## config.mk

```make
export PLATFORM = sky130hd
export DESIGN_NAME = lsu_mem_port_flat
export DESIGN_NICKNAME = d
export VERILOG_FILES = /design/src/rtl/lsu_mem_port_if.sv /design/src/rtl/lsu_mem_port.sv /design/src/flat_wrapper.sv
export SDC_FILE = /design/constraint.sdc
export NUM_CORES = 1
export LEC_CHECK = 0
export CORE_ASPECT_RATIO = 1.1
export CORE_UTILIZATION = 42
export DETAILED_ROUTE_END_ITERATION = 6
export PLACE_DENSITY = 0.8
export RECOVER_POWER = 50
export SLEW_MARGIN = 20
export SYNTH_ARGS = -nofsm -noshare
export SYNTH_HDL_FRONTEND = slang
export SYNTH_SLANG_ARGS = --single-unit
export TNS_END_PERCENT = 1
```

## constraint.sdc

```tcl
create_clock -name clk -period 2.05 [get_ports clk]
set_input_delay 0.205 -clock clk [delete_from_list [all_inputs] [get_ports clk]]
set_output_delay 0.205 -clock clk [all_outputs]
set_load 0.05 [all_outputs]
```

## src/rtl/lsu_mem_port_if.sv

```systemverilog
// Bundle of the core-side request/response handshake and the data-memory
// port of the load/store unit. The slave modport is the LSU's view; the
// master modport is the view of whatever sits on the other side (core and
// memory together).
interface lsu_mem_port_if #(
    parameter int ADDR_WIDTH = 8
);
    // Core request: a transfer happens on a rising edge where req_valid and
    // req_ready are both high. req_ready depends only on LSU state, never on
    // req_valid. Request fields are sampled on that edge only. The response
    // is a single-cycle resp_valid strobe qualified by resp_err.
    logic                  req_valid;
    logic                  req_ready;
    logic                  req_we;
    logic [2:0]            req_funct3;
    logic [31:0]           req_addr;
    logic [31:0]           req_wdata;
    logic                  resp_valid;
    logic                  resp_err;
    logic [31:0]           resp_rdata;

    // Data memory: one-cycle request, read data valid the cycle after.
    logic                  mem_request;
    logic                  mem_we_re;
    logic [ADDR_WIDTH-1:0] mem_address;
    logic [31:0]           mem_data_in;
    logic [3:0]            mem_mask;
    logic [31:0]           mem_data_out;

    // Current FSM state, for observation only.
    logic [1:0]            dbg_state;

    modport slave (
        input  req_valid, req_we, req_funct3, req_addr, req_wdata, mem_data_out,
        output req_ready, resp_valid, resp_err, resp_rdata,
        output mem_request, mem_we_re, mem_address, mem_data_in, mem_mask,
        output dbg_state
    );

    modport master (
        output req_valid, req_we, req_funct3, req_addr, req_wdata, mem_data_out,
        input  req_ready, resp_valid, resp_err, resp_rdata,
        input  mem_request, mem_we_re, mem_address, mem_data_in, mem_mask,
        input  dbg_state
    );
endinterface

```

## src/rtl/lsu_mem_port.sv

```systemverilog
// Load/store unit between the execute stage and the 256-word data memory.
// One byte/half/word access per transaction, four cycles each:
// IDLE (accept) -> ISSUE (memory request) -> WAIT (read data back) -> RESP.
// Illegal width codes skip the memory and respond from RESP with resp_err.
// Optional build macro LSU_MISALIGN_TRAP_EN: misaligned H/HU/W accesses are
// rejected with resp_err instead of being force-aligned.
module lsu_mem_port #(
    parameter int ADDR_WIDTH = 8,
    parameter int XLEN       = 32
) (
    input logic           clk,
    input logic           rst_n,
    lsu_mem_port_if.slave bus
);

    localparam logic [1:0] ST_IDLE  = 2'd0;
    localparam logic [1:0] ST_ISSUE = 2'd1;
    localparam logic [1:0] ST_WAIT  = 2'd2;
    localparam logic [1:0] ST_RESP  = 2'd3;

    logic [1:0]      state;
    logic            we_q;
    logic [2:0]      f3_q;
    logic [1:0]      off_q;

    logic            req_legal;
    logic            req_trap;
    logic [3:0]      st_mask;
    logic [XLEN-1:0] st_data;
    logic [7:0]      ld_byte;
    logic [15:0]     ld_half;
    logic [XLEN-1:0] ld_result;

    // High address bits alias onto the 256-word memory.
    logic unused_addr_hi;
    assign unused_addr_hi = ^bus.req_addr[31:ADDR_WIDTH+2];

    assign bus.req_ready = (state == ST_IDLE);
    assign bus.dbg_state = state;

    // Decode legality of the incoming request's width code.
    always_comb begin
        req_legal = 1'b0;
        if (bus.req_we) begin
            req_legal = (bus.req_funct3[2] == 1'b0) && (bus.req_funct3[1:0] != 2'b11);
        end else begin
            req_legal = !((bus.req_funct3 == 3'b011) || (bus.req_funct3 == 3'b110) ||
                          (bus.req_funct3 == 3'b111));
        end
    end

`ifdef LSU_MISALIGN_TRAP_EN
    // Half accesses need an even byte offset, word accesses a zero offset.
    always_comb begin
        req_trap = 1'b0;
        if (bus.req_funct3[1:0] == 2'b01) begin
            req_trap = bus.req_addr[0];
        end else if (bus.req_funct3[1:0] == 2'b10) begin
            req_trap = (bus.req_addr[1:0] != 2'b00);
        end
    end
`else
    // Misaligned accesses are force-aligned instead of rejected.
    always_comb begin
        req_trap = 1'b0;
    end
`endif

    // Store lane enables and lane-replicated write data.
    always_comb begin
        st_mask = 4'b1111;
        st_data = bus.req_wdata;
        case (bus.req_funct3[1:0])
            2'b00: begin
                st_mask = 4'b0001 << bus.req_addr[1:0];
                st_data = {4{bus.req_wdata[7:0]}};
            end
            2'b01: begin
                st_mask = bus.req_addr[1] ? 4'b1100 : 4'b0011;
                st_data = {2{bus.req_wdata[15:0]}};
            end
            default: begin
                st_mask = 4'b1111;
                st_data = bus.req_wdata;
            end
        endcase
    end

    // Pick the addressed byte/half out of the returned word and extend it.
    always_comb begin
        ld_byte   = bus.mem_data_out[{off_q, 3'b000} +: 8];
        ld_half   = off_q[1] ? bus.mem_data_out[31:16] : bus.mem_data_out[15:0];
        ld_result = bus.mem_data_out;
        case (f3_q)
            3'b000:  ld_result = {{24{ld_byte[7]}}, ld_byte};
            3'b100:  ld_result = {24'd0, ld_byte};
            3'b001:  ld_result = {{16{ld_half[15]}}, ld_half};
            3'b101:  ld_result = {16'd0, ld_half};
            default: ld_result = bus.mem_data_out;
        endcase
    end

    // Transaction FSM and all registered outputs.
    always_ff @(posedge clk or negedge rst_n) begin
        if (!rst_n) begin
            state           <= ST_IDLE;
            we_q            <= 1'b0;
            f3_q            <= 3'b000;
            off_q           <= 2'b00;
            bus.resp_valid  <= 1'b0;
            bus.resp_err    <= 1'b0;
            bus.resp_rdata  <= '0;
            bus.mem_request <= 1'b0;
            bus.mem_we_re   <= 1'b0;
            bus.mem_address <= '0;
            bus.mem_data_in <= '0;
            bus.mem_mask    <= 4'b0000;
        end else begin
            case (state)
                ST_IDLE: begin
                    if (bus.req_valid) begin
                        we_q  <= bus.req_we;
                        f3_q  <= bus.req_funct3;
                        off_q <= bus.req_addr[1:0];
                        if (!req_legal || req_trap) begin
                            state          <= ST_RESP;
                            bus.resp_valid <= 1'b1;
                            bus.resp_err   <= 1'b1;
                        end else begin
                            state           <= ST_ISSUE;
                            bus.mem_request <= 1'b1;
                            bus.mem_we_re   <= bus.req_we;
                            bus.mem_address <= bus.req_addr[ADDR_WIDTH+1:2];
                            bus.mem_mask    <= bus.req_we ? st_mask : 4'b0000;
                            bus.mem_data_in <= bus.req_we ? st_data : '0;
                        end
                    end
                end
                ST_ISSUE: begin
                    bus.mem_request <= 1'b0;
                    state           <= ST_WAIT;
                end
                ST_WAIT: begin
                    if (!we_q) begin
                        bus.resp_rdata <= ld_result;
                    end
                    bus.resp_valid <= 1'b1;
                    bus.resp_err   <= 1'b0;
                    state          <= ST_RESP;
                end
                default: begin
                    bus.resp_valid <= 1'b0;
                    bus.resp_err   <= 1'b0;
                    state          <= ST_IDLE;
                end
            endcase
        end
    end

endmodule

```

## src/flat_wrapper.sv

```systemverilog
// flat-port wrapper written by rule: the top's interface ports become plain ports
module lsu_mem_port_flat 
#(
    parameter int ADDR_WIDTH = 8,
    parameter int XLEN       = 32
)
  (clk, rst_n, bus_req_valid, bus_req_we, bus_req_funct3, bus_req_addr, bus_req_wdata, bus_mem_data_out, bus_req_ready, bus_resp_valid, bus_resp_err, bus_resp_rdata, bus_mem_request, bus_mem_we_re, bus_mem_address, bus_mem_data_in, bus_mem_mask, bus_dbg_state);
  lsu_mem_port_if #(.ADDR_WIDTH(ADDR_WIDTH)) bus_i ();
  input logic clk;
  input logic rst_n;
  input wire logic [$bits(bus_i.req_valid)-1:0] bus_req_valid;
  input wire logic [$bits(bus_i.req_we)-1:0] bus_req_we;
  input wire logic [$bits(bus_i.req_funct3)-1:0] bus_req_funct3;
  input wire logic [$bits(bus_i.req_addr)-1:0] bus_req_addr;
  input wire logic [$bits(bus_i.req_wdata)-1:0] bus_req_wdata;
  input wire logic [$bits(bus_i.mem_data_out)-1:0] bus_mem_data_out;
  output wire logic [$bits(bus_i.req_ready)-1:0] bus_req_ready;
  output wire logic [$bits(bus_i.resp_valid)-1:0] bus_resp_valid;
  output wire logic [$bits(bus_i.resp_err)-1:0] bus_resp_err;
  output wire logic [$bits(bus_i.resp_rdata)-1:0] bus_resp_rdata;
  output wire logic [$bits(bus_i.mem_request)-1:0] bus_mem_request;
  output wire logic [$bits(bus_i.mem_we_re)-1:0] bus_mem_we_re;
  output wire logic [$bits(bus_i.mem_address)-1:0] bus_mem_address;
  output wire logic [$bits(bus_i.mem_data_in)-1:0] bus_mem_data_in;
  output wire logic [$bits(bus_i.mem_mask)-1:0] bus_mem_mask;
  output wire logic [$bits(bus_i.dbg_state)-1:0] bus_dbg_state;
  assign bus_i.req_valid = bus_req_valid;
  assign bus_i.req_we = bus_req_we;
  assign bus_i.req_funct3 = bus_req_funct3;
  assign bus_i.req_addr = bus_req_addr;
  assign bus_i.req_wdata = bus_req_wdata;
  assign bus_i.mem_data_out = bus_mem_data_out;
  assign bus_req_ready = bus_i.req_ready;
  assign bus_resp_valid = bus_i.resp_valid;
  assign bus_resp_err = bus_i.resp_err;
  assign bus_resp_rdata = bus_i.resp_rdata;
  assign bus_mem_request = bus_i.mem_request;
  assign bus_mem_we_re = bus_i.mem_we_re;
  assign bus_mem_address = bus_i.mem_address;
  assign bus_mem_data_in = bus_i.mem_data_in;
  assign bus_mem_mask = bus_i.mem_mask;
  assign bus_dbg_state = bus_i.dbg_state;
  lsu_mem_port #(.ADDR_WIDTH(ADDR_WIDTH), .XLEN(XLEN)) u_core (.clk(clk), .rst_n(rst_n), .bus(bus_i));
endmodule
```

==> results of run 1 <==
cell usage in the layout (no fill, tap or decap), types with 3 or more instances in the layout:
cell type                         count
sky130_fd_sc_hd__nand3b_1             5
sky130_fd_sc_hd__dfrtp_1             86
sky130_fd_sc_hd__clkbuf_8             9
sky130_fd_sc_hd__mux2i_1             30
sky130_fd_sc_hd__clkbuf_1             3
sky130_fd_sc_hd__clkbuf_2             4
sky130_fd_sc_hd__nor2_1              30
sky130_fd_sc_hd__inv_1                9
sky130_fd_sc_hd__clkdlybuf4s50_1    157
sky130_fd_sc_hd__buf_4               12
sky130_fd_sc_hd__a21oi_1             65
sky130_fd_sc_hd__nand2_1             48
sky130_fd_sc_hd__o22ai_1              9
sky130_fd_sc_hd__ha_1                 4
sky130_fd_sc_hd__mux2_2              18
sky130_fd_sc_hd__a22o_1               9
sky130_fd_sc_hd__nor2b_1              3
sky130_fd_sc_hd__nand2b_1             5
sky130_fd_sc_hd__dlygate4sd3_1        5
sky130_fd_sc_hd__o21ai_0             41
area by class of cell:
type | count | area, um2
Fill cell | 810 | 3618
Timing Repair Buffer | 180 | 1759
Tap cell | 120 | 150.1
Clock buffer | 12 | 135.1
Multi-Input combinational cell | 299 | 1869
Inverter | 10 | 37.54
Sequential cell | 88 | 2205
Clock inverter | 3 | 67.56
routing by layer:
layer	vias up	share of wire
li1	1832	-
met1	1870	0.40
met2	201	0.47
met3	26	0.099
met4	0	0.032
met5	-	0
metrics by stage:
step	setup WS, ps	utilization	total power [uW]
floorplan	61.12	-	7683
detailed placement	123.9	0.6133	10070
global route	76.69	0.6323	11900
CTS	200.4	0.6349	11380
global placement	165.9	0.6133	9904
finish	201.6	0.6323	11310
critical path: stages, from the launching register on:
cell                       delay [ps]
sky130_fd_sc_hd__dfrtp_1          540
sky130_fd_sc_hd__mux4_2           600
sky130_fd_sc_hd__a211oi_4         430
sky130_fd_sc_hd__a21oi_1          130
sequential cells by signal, indices dropped and copies added (netlist names):
name	cells
u_core.bus.dbg_state	2
u_core.bus.mem_address	8
u_core.bus.mem_data_in	32
u_core.bus.mem_mask	4
u_core.bus.mem_request	1
u_core.bus.mem_we_re	1
u_core.bus.resp_err	1
u_core.bus.resp_rdata	32
u_core.bus.resp_valid	1
u_core.f3_q	3
u_core.off_q	2
u_core.we_q	1
cells by family (layout without fill, tap and decap cells):
family,count (synthesis),after routing
flip-flops,88,88
adder cells (fa/ha/maj),4,4
buffers and inverters,41,205
AND/OR/NAND/NOR,106,106
multiplexers,49,49
AO/OA/AOI/OAI,140,140
report_power, final:
part | switching, uW | total, uW | internal (uW) | leakage (uW)
logic | 4510 | 6880 | 2380 | 0.00148
registers | 552 | 3130 | 2580 | 0.00108
clock network | 606 | 1290 | 683 | 0.0000967
worst paths after layout:
check,from,end,slack [ps],cells past startpoint
max reg2reg,u_core.off_q[0],u_core.bus.resp_rdata[11],200,3
min,bus_req_addr[5],u_core.bus.mem_address[3],450,2
max in group asynchronous,rst_n,u_core.bus.dbg_state[1],460,3
min in group asynchronous,rst_n,u_core.bus.mem_data_in[31],490,2
max,u_core.off_q[0],u_core.bus.resp_rdata[11],200,3
min reg2reg,u_core.bus.mem_we_re,u_core.bus.mem_we_re,480,2
==> reports/qor.txt, run 1 <==
net total in the final layout - 695
share of synthesized cell area in and, or, nand and nor gates - 0.1147
most congested layer reported by global routing - met2
met1 track demand over resource - 0.2973
leakage power figure - 0.002660 uW
fraction of post-synthesis cell area in the top cell type by area - 0.5189
tightest slew margin relative to the limit - 0.4453
GR Util met3 - 0.08766
antenna violations before repair - 0
number of violations of the max-capacitance limit - 0
area of placed instances - 6036 um2
Hold Fails Final Rpt - 0
sequential fraction of the synthesis area - 0.5189
Final min period - 1848 ps
critical path capture point type - register
total negative slack for setup checks - 0 ps
final setup violation count - 0
maximum net fanout on the critical path - 9
clock buffers created by TritonCTS - 9
non-filler instance count after layout - 712
total of hold buffers inserted after clock tree synthesis - 1
Post-CTS Setup Repair Bufs - 0
number of flops mapped to enable cells by yosys - 0
CTS Sinks - 88
most instantiated cells after synthesis - sky130_fd_sc_hd__dfrtp_1, sky130_fd_sc_hd__a21oi_1, sky130_fd_sc_hd__nand2_1
area fraction in compound gates after synthesis - 0.1896
total via count after detailed routing - 3929
Adder-Cell Fraction of Synth Area - 0.01179
worst hold slack across all endpoints - 452.5 ps
Clk Latency, worst-skew pair - 360 ps
count of buffers from port buffering - 163
met2 track demand over resource - 0.3873
number of nets with antenna violations after routing - 0
Area Overhead vs Synth - 46.64%
area of the die - 10510 um2
number of I/O pins - 186
total nets after synthesis - 535
Worst-Margin Slew - 832.1 ps
HPWL reported at the end of detailed placement - 9.255 mm
final design area excluding fillers - 6223 um2
Layout Skew - 7.145 ps
max-slew violations - 0
critical path required time - 2270 ps
placeable core region - 9842 um2
VDD IR-drop max - 1.159 mV
total routing resource utilization after global routing - 0.2467
Routed Wire Length - 12.38 mm
class of the tightest hold or removal check - in -> reg
Pre-Repair DR Iteration Count - 7
cell types with the largest area share after synthesis - sky130_fd_sc_hd__dfrtp_1, sky130_fd_sc_hd__a21oi_1, sky130_fd_sc_hd__mux2i_1, sky130_fd_sc_hd__o21ai_0, sky130_fd_sc_hd__mux2_2
TritonCTS clock tree - built
Longest Clk Path Bufs - 2
achievable clock frequency - 541.0 MHz
wire length per cell after detailed routing - 17.38 um
root buf cell - sky130_fd_sc_hd__clkbuf_8
H-tree depth reported by CTS - 3
WP data arrival - 2070 ps
post-cts gate resize count - 0
clock-pin slew on the worst setup and hold paths - 80 ps
pin count of the biggest net entering global routing - 37
Placed Cells - 696
width of the chip - 97.85 um
flop and latch count out of synthesis - 88
Vert. Die Dim - 107.4 um
most common cell in the netlist - sky130_fd_sc_hd__dfrtp_1
Netlist Area Pre-Place - 4244 um2
count of distinct cell types in the synthesized netlist - 45
biggest area consumer among synthesized cells - sky130_fd_sc_hd__dfrtp_1
power density relative to cell area - 1817 nW/um2
Yosys warning count - 0
failing checks - DRC
Placement Rows - 38
main flop type after synthesis - sky130_fd_sc_hd__dfrtp_1
detailed-route vias per instance - 5.518
part of the cycle the worst path needs - 0.9017
critical path start-end classification - reg -> reg
largest family of logic cells by synthesized area - compound AO/OA/AOI/OAI gates
Remaining DRCs - 28
Overflow after GRT - 0
average footprint of a synthesized cell - 9.916 um2
diode count - 0
share of cells above drive strength 1 - 0.09797
xor and xnor fraction of the mapped netlist area - 0
share of synthesized area spent on multiplexers - 0.1238
result of the run - finished with violations
initial detailed-routing violation count - 186
routability-driven placement congestion ratio - 0.8579
wire length of the first global-routing pass - 19.98 mm
initial standard-cell utilization of the core - 0.4312
cells after synthesis - 428
fraction of registers with async set/reset - 1.000
type of element launching the critical path - register
RSZ-0062 raised after global routing - no
number of global-route vias before repair - 4007
No activity file was read; power rests on OpenSTA's default activity.
==> inputs of run 2 (changes only) <==
--- a/config.mk
+++ b/config.mk
@@ -7,6 +7,7 @@
 export LEC_CHECK = 0
 export CORE_ASPECT_RATIO = 1.1
 export CORE_UTILIZATION = 42
+export CTS_BUF_LIST = sky130_fd_sc_hd__clkbuf_4 sky130_fd_sc_hd__clkbuf_8 sky130_fd_sc_hd__clkbuf_16
 export DETAILED_ROUTE_END_ITERATION = 6
 export PLACE_DENSITY = 0.8
 export RECOVER_POWER = 50
==> run 2 against run 1 <==
Compared with the run above: the run still ends with DRC left; sequential cell count unchanged; worst hold slack got worse by 3.4 ps; non-clock buffer count is the same; design area up 0.18%; first-iteration DRC count unchanged; routed wire length decreased by 0.48%; die area unchanged; core utilization rose by 0.11 points; setup slack got worse by 9.0 ps; combinational power is essentially flat.
==> reports/qor.txt, run 2 (synthesis results as in run 1) <==
max-slew violations - 0 (unchanged)
critical path capture point type - register (unchanged)
Area Overhead vs Synth - 46.90% (was 46.64%)
Layout Skew - 7.157 ps (was 7.145 ps)
part of the cycle the worst path needs - 0.9060 (was 0.9017)
number of violations of the max-capacitance limit - 0 (unchanged)
root buf cell - sky130_fd_sc_hd__clkbuf_8 (unchanged)
pin count of the biggest net entering global routing - 37 (unchanged)
leakage power figure - 0.002670 uW (was 0.002660 uW)
placeable core region - 9842 um2 (unchanged)
clock-pin slew on the worst setup and hold paths - 90 ps (was 80 ps)
worst hold path stage count - 2 (unchanged)
class of the tightest hold or removal check - in -> reg (unchanged)
biggest registers after layout - u_core.bus.mem_data_in x32, u_core.bus.resp_rdata x32, u_core.bus.mem_address x8 (unchanged)
number of nets with antenna violations after routing - 0 (unchanged)
Routed Wire Length - 12.32 mm (was 12.38 mm)
Clk Latency, worst-skew pair - 360 ps (about the same)
critical path required time - 2270 ps (about the same)
final setup violation count - 0 (unchanged)
antenna violations before repair - 0 (unchanged)
HPWL reported at the end of detailed placement - 9.255 mm (unchanged)
total routing resource utilization after global routing - 0.2467 (unchanged)
initial detailed-routing violation count - 186 (unchanged)
final worst setup slack - 192.6 ps (was 201.6 ps)
clock buffers created by TritonCTS - 9 (unchanged)
Pre-Repair DR Iteration Count - 7 (unchanged)
share of cells above drive strength 1 - 0.1030 (was 0.09797)
Vert. Die Dim - 107.4 um (unchanged)
power density relative to cell area - 1819 nW/um2 (was 1817 nW/um2)
Final min period - 1857 ps (was 1848 ps)
routability-driven placement congestion ratio - 0.8579 (unchanged)
H-tree depth reported by CTS - 3 (unchanged)
diode count - 0 (unchanged)
Hold Fails Final Rpt - 0 (unchanged)
worst slack at placement - 123.9 ps (unchanged)
area of the die - 10510 um2 (unchanged)
total negative slack for setup checks - 0 ps (unchanged)
number of cell instances on the worst register-to-register path - 3 (unchanged)
count of buffers from port buffering - 163 (unchanged)
net total in the final layout - 695 (unchanged)
total via count after detailed routing - 3927 (was 3929)
number of I/O pins - 186 (unchanged)
width of the chip - 97.85 um (unchanged)
Total Power - 11340 uW (was 11310 uW)
failing checks - DRC (unchanged)
Overflow after GRT - 0 (unchanged)
Remaining DRCs - 28 (unchanged)
CTS Sinks - 88 (unchanged)
Placement Rows - 38 (unchanged)
Longest Clk Path Bufs - 2 (unchanged)
post-cts gate resize count - 0 (unchanged)
result of the run - finished with violations (unchanged)
wire length of the first global-routing pass - 19.95 mm (was 19.98 mm)
wire length per cell after detailed routing - 17.30 um (was 17.38 um)
Post-CTS Setup Repair Bufs - 0 (unchanged)
tightest slew margin relative to the limit - 0.4459 (was 0.4453)
achievable clock frequency - 538.4 MHz (was 541.0 MHz)
critical path start-end classification - reg -> reg (unchanged)
WP data arrival - 2080 ps (was 2070 ps)
commonest non-fill, non-tap cell in the layout - sky130_fd_sc_hd__clkdlybuf4s50_1 (unchanged)
maximum net fanout on the critical path - 9 (unchanged)
type of element launching the critical path - register (unchanged)
Worst-Margin Slew - 831.1 ps (was 832.1 ps)
fill count - 809 (was 810)
TritonCTS clock tree - built (unchanged)
number of global-route vias before repair - 4003 (was 4007)
initial standard-cell utilization of the core - 0.4312 (unchanged)
detailed-route vias per instance - 5.515 (was 5.518)
RSZ-0062 raised after global routing - no (unchanged)
most frequent cells in the layout - sky130_fd_sc_hd__clkdlybuf4s50_1, sky130_fd_sc_hd__dfrtp_1, sky130_fd_sc_hd__a21oi_1 (unchanged)
VDD IR-drop max - 1.153 mV (was 1.159 mV)
## run 2: worst paths after layout
path | start | to | slack (ps)
min in group asynchronous | rst_n | u_core.bus.mem_data_in[31] | 480
max | u_core.off_q[0] | u_core.bus.resp_rdata[11] | 190
min reg2reg | u_core.bus.mem_we_re | u_core.bus.mem_we_re | 480
max reg2reg | u_core.off_q[0] | u_core.bus.resp_rdata[11] | 190
min | bus_req_addr[5] | u_core.bus.mem_address[3] | 450
max in group asynchronous | rst_n | u_core.bus.dbg_state[1] | 470
## run 2: metal layers
metal	vias to the layer above	global-route usage	share of wire
met5	-	0	0
li1	1835	-	-
met4	0	0.1320	0.037
met1	1872	0.2973	0.40
met2	189	0.3868	0.47
met3	31	0.08831	0.097
## run 2: through the flow
step | instances | utilization | instance area, um2 | hold slack [ps]
after CTS | 712 | 0.6360 | 6260 | 340.5
final | 712 | 0.6335 | 6235 | 449.1
after global placement | 696 | 0.6133 | 6036 | 180.7
after detailed placement | 696 | 0.6133 | 6036 | 183.5
after floorplan | 428 | - | 4249 | -90.59
after global routing | 712 | 0.6335 | 6235 | 445.4
## run 2: area by class of cell
| type | instances | area, um2 | area share |
|---|---|---|---|
| multi-input combinational | 299 | 1869 | 0.2998 |
| clock inverter | 3 | 67.56 | 0.01084 |
| timing repair buffer | 180 | 1759 | 0.2822 |
| inverter | 10 | 37.54 | 0.006020 |
| tap | 120 | 150.1 | 0.02408 |
| sequential | 88 | 2205 | 0.3536 |
| clock buffer | 12 | 146.4 | 0.02348 |
## run 2: critical path, cell delays in order (launching register included)
cell and delay [ps]:
sky130_fd_sc_hd__dfrtp_1 550, sky130_fd_sc_hd__mux4_2 610, sky130_fd_sc_hd__a211oi_4 430, sky130_fd_sc_hd__a21oi_1 130
## run 2: report_power, final
part,switching [uW],leakage [uW],total [uW],internal [uW]
Combinational,4500,0.00148,6880,2380
Sequential,552,0.00108,3130,2580
Clock,609,0.000107,1330,722
Total,5660,0.00267,11300,5680
## run 2: repair_timing
item | 4_1_cts | 5_1_grt
hold buffers | 1 | 0
setup endpoints to repair | 0 | 0
endpoints found under the hold margin | 32 | 0
==> inputs of run 3 (changes only) <==
==> constraint.sdc (replaced) <==
create_clock -name clk -period 2.05 [get_ports clk]
set_input_delay 0.41 -clock clk [delete_from_list [all_inputs] [get_ports clk]]
set_output_delay 0.41 -clock clk [all_outputs]
set_load 0.05 [all_outputs]
==> run 3 against run 2 <==
Compared with the run above: the run still ends with DRC left; largest cell class unchanged; fmax decreased by 6.8%; setup slack got worse by 140 ps; critical path type is now reg -> out; sequential share of layout area about the same; clock skew is 6.4 ps higher; core utilization is essentially flat.
==> reports/qor.txt, run 3 (synthesis results as in run 1) <==
total routing resource utilization after global routing - 0.2481 (was 0.2467)
CP max-delay cell - sky130_fd_sc_hd__clkdlybuf4s50_1 (was sky130_fd_sc_hd__mux4_2)
routability-driven placement congestion ratio - 0.8911 (was 0.8579)
initial detailed-routing violation count - 164 (was 186)
RSZ-0062 raised after global routing - no (unchanged)
area of placed instances - 6086 um2 (was 6036 um2)
critical path start-end classification - reg -> out (was reg -> reg)
detailed-route vias per instance - 5.550 (was 5.515)
maximum net fanout on the critical path - 5 (was 9)
clock buffers created by TritonCTS - 9 (unchanged)
Longest Clk Path Bufs - 2 (unchanged)
final worst setup slack - 57.11 ps (was 192.6 ps)
failing checks - DRC (unchanged)
area of the die - 10510 um2 (unchanged)
HPWL reported at the end of detailed placement - 9.305 mm (was 9.255 mm)
area of the multi-input gates - 1877 um2 (was 1869 um2)
total negative slack for setup checks - 0 ps (unchanged)
VDD IR-drop max - 1.224 mV (was 1.153 mV)
initial standard-cell utilization of the core - 0.4312 (unchanged)
Total Power - 11190 uW (was 11340 uW)
Seq. cell area - 2205 um2 (unchanged)
diode count - 0 (unchanged)
CTS Sinks - 88 (unchanged)
Overflow after GRT - 0 (unchanged)
number of I/O pins - 186 (unchanged)
crit-path max cell delay - 810 ps (was 610 ps)
fill count - 821 (was 809)
Layout Skew - 13.54 ps (was 7.157 ps)
final design area excluding fillers - 6231 um2 (was 6235 um2)
cell-by-cell listing of the critical path - clkdlybuf4s50_1 (was mux4_2, a211oi_4, a21oi_1)
worst slack at placement - -60.47 ps (was 123.9 ps)
worst hold path stage count - 2 (unchanged)
Remaining DRCs - 28 (unchanged)
achievable clock frequency - 501.8 MHz (was 538.4 MHz)
count of buffers from port buffering - 163 (unchanged)
TritonCTS clock tree - built (unchanged)
number of violations of the max-capacitance limit - 0 (unchanged)
width of the chip - 97.85 um (unchanged)
clock-pin slew on the worst setup and hold paths - 80 ps (was 90 ps)
power density relative to cell area - 1796 nW/um2 (was 1819 nW/um2)
Routed Wire Length - 12.55 mm (was 12.32 mm)
number of nets with antenna violations after routing - 0 (unchanged)
total via count after detailed routing - 3974 (was 3927)
WP data arrival - 1580 ps (was 2080 ps)
leakage power figure - 0.002670 uW (about the same)
Post-CTS Setup Repair Bufs - 0 (unchanged)
Bufs and invs on worst path - 1 (was 0)
number of global-route vias before repair - 4170 (was 4003)
part of the cycle the worst path needs - 0.9721 (was 0.9060)
category of cells accounting for the largest share of critical-path delay - buffers and inverters (was multiplexers)
Pre-Repair DR Iteration Count - 7 (unchanged)
H-tree depth reported by CTS - 3 (unchanged)
biggest registers after layout - u_core.bus.mem_data_in x32, u_core.bus.resp_rdata x32, u_core.bus.mem_address x8 (unchanged)
antenna violations before repair - 0 (unchanged)
share of cells above drive strength 1 - 0.1107 (was 0.1030)
Crit. path cell count - 1 (was 3)
wire length of the first global-routing pass - 20.31 mm (was 19.95 mm)
Hold Fails Final Rpt - 0 (unchanged)
pin count of the biggest net entering global routing - 49 (was 37)
worst hold slack across all endpoints - 482.1 ps (was 449.1 ps)
setup slack on the worst flop-to-flop path - 270 ps (was 190 ps)
tightest slew margin relative to the limit - 0.5618 (was 0.4459)
type of element launching the critical path - register (unchanged)
Final min period - 1993 ps (was 1857 ps)
endpoint of the worst register-to-register path - u_core.bus.resp_rdata[10] (was u_core.bus.resp_rdata[11])
Clk Latency, worst-skew pair - 360 ps (about the same)
FF-to-FF Start - u_core.bus.dbg_state[0] (was u_core.off_q[0])
origin of the worst setup path - u_core.bus.dbg_state[0] (was u_core.off_q[0])
root buf cell - sky130_fd_sc_hd__clkbuf_8 (unchanged)
result of the run - finished with violations (unchanged)
Placement Rows - 38 (unchanged)
critical path capture point type - output pin (was register)
placeable core region - 9842 um2 (unchanged)
critical path required time - 1640 ps (was 2270 ps)
class of the tightest hold or removal check - reg -> reg (was in -> reg)
Vert. Die Dim - 107.4 um (unchanged)
max-slew violations - 0 (unchanged)
net total in the final layout - 699 (was 695)
commonest non-fill, non-tap cell in the layout - sky130_fd_sc_hd__clkdlybuf4s50_1 (unchanged)
final setup violation count - 0 (unchanged)
Area Overhead vs Synth - 46.82% (was 46.90%)
termination of the worst setup path - bus_dbg_state[0] (was u_core.bus.resp_rdata[11])
Worst-Margin Slew - 657.3 ps (was 831.1 ps)
number of cell instances on the worst register-to-register path - 7 (was 3)
most frequent cells in the layout - sky130_fd_sc_hd__clkdlybuf4s50_1, sky130_fd_sc_hd__dfrtp_1, sky130_fd_sc_hd__a21oi_1 (unchanged)
wire length per cell after detailed routing - 17.52 um (was 17.30 um)
## run 3: cell types whose count changed in the layout (fill, tap and decap cells not counted), sizes merged
| cell | change |
|---|---|
| buf | +2 |
| bufinv | -2 |
| clkbuf | +6 |
| clkinvlp | +1 |
| dlygate4sd3 | -3 |
## run 3: cell type report
type | count | share of cell area
clock buffer | 13 | 0.02671
clock inverter | 2 | 0.002410
inverter | 10 | 0.006024
timing repair buffer | 184 | 0.2857
sequential | 88 | 0.3538
tap | 120 | 0.02410
multi-input combinational | 299 | 0.3012
## run 3: repair_timing
item | CTS | global route
endpoints found under the setup margin | 0 | 4
hold buffers | 1 | 0
hold endpoints to repair | 22 | 0
resized for setup | 0 | 2
## run 3: how the worst min path moves through the flow
stage / start / to / slack [ps]
2_1_floorplan: rst_n / u_core.bus.dbg_state[0] / 110
3_3_place_gp: rst_n / u_core.bus.resp_rdata[20] / 330
3_5_place_dp: rst_n / u_core.bus.resp_rdata[20] / 330
4_1_cts: rst_n / u_core.f3_q[0] / 480
5_1_grt: u_core.bus.mem_data_in[1] / u_core.bus.mem_data_in[1] / 520
6_report: u_core.bus.mem_mask[0] / u_core.bus.mem_mask[0] / 480
## run 3: through the flow
step	instances	utilization
6_report	716	0.6331
3_3_place_gp	700	0.6184
5_1_grt	716	0.6331
2_1_floorplan	428	-
3_5_place_dp	700	0.6184
4_1_cts	716	0.6378
## run 3: where the power goes
group          internal [uW]  total (uW)  switching [uW]
sequential              2580        3140             561
combinational           2410        6920            4510
clock                    529        1130             606
## run 3: routing by layer
layer	routed length, um	vias to the layer above	GRT usage
li1	-	1843	-
met1	5013	1909	0.2964
met2	5892	199	0.3999
met3	1275	23	0.08896
met4	365	0	0.1158
met5	0	-	0
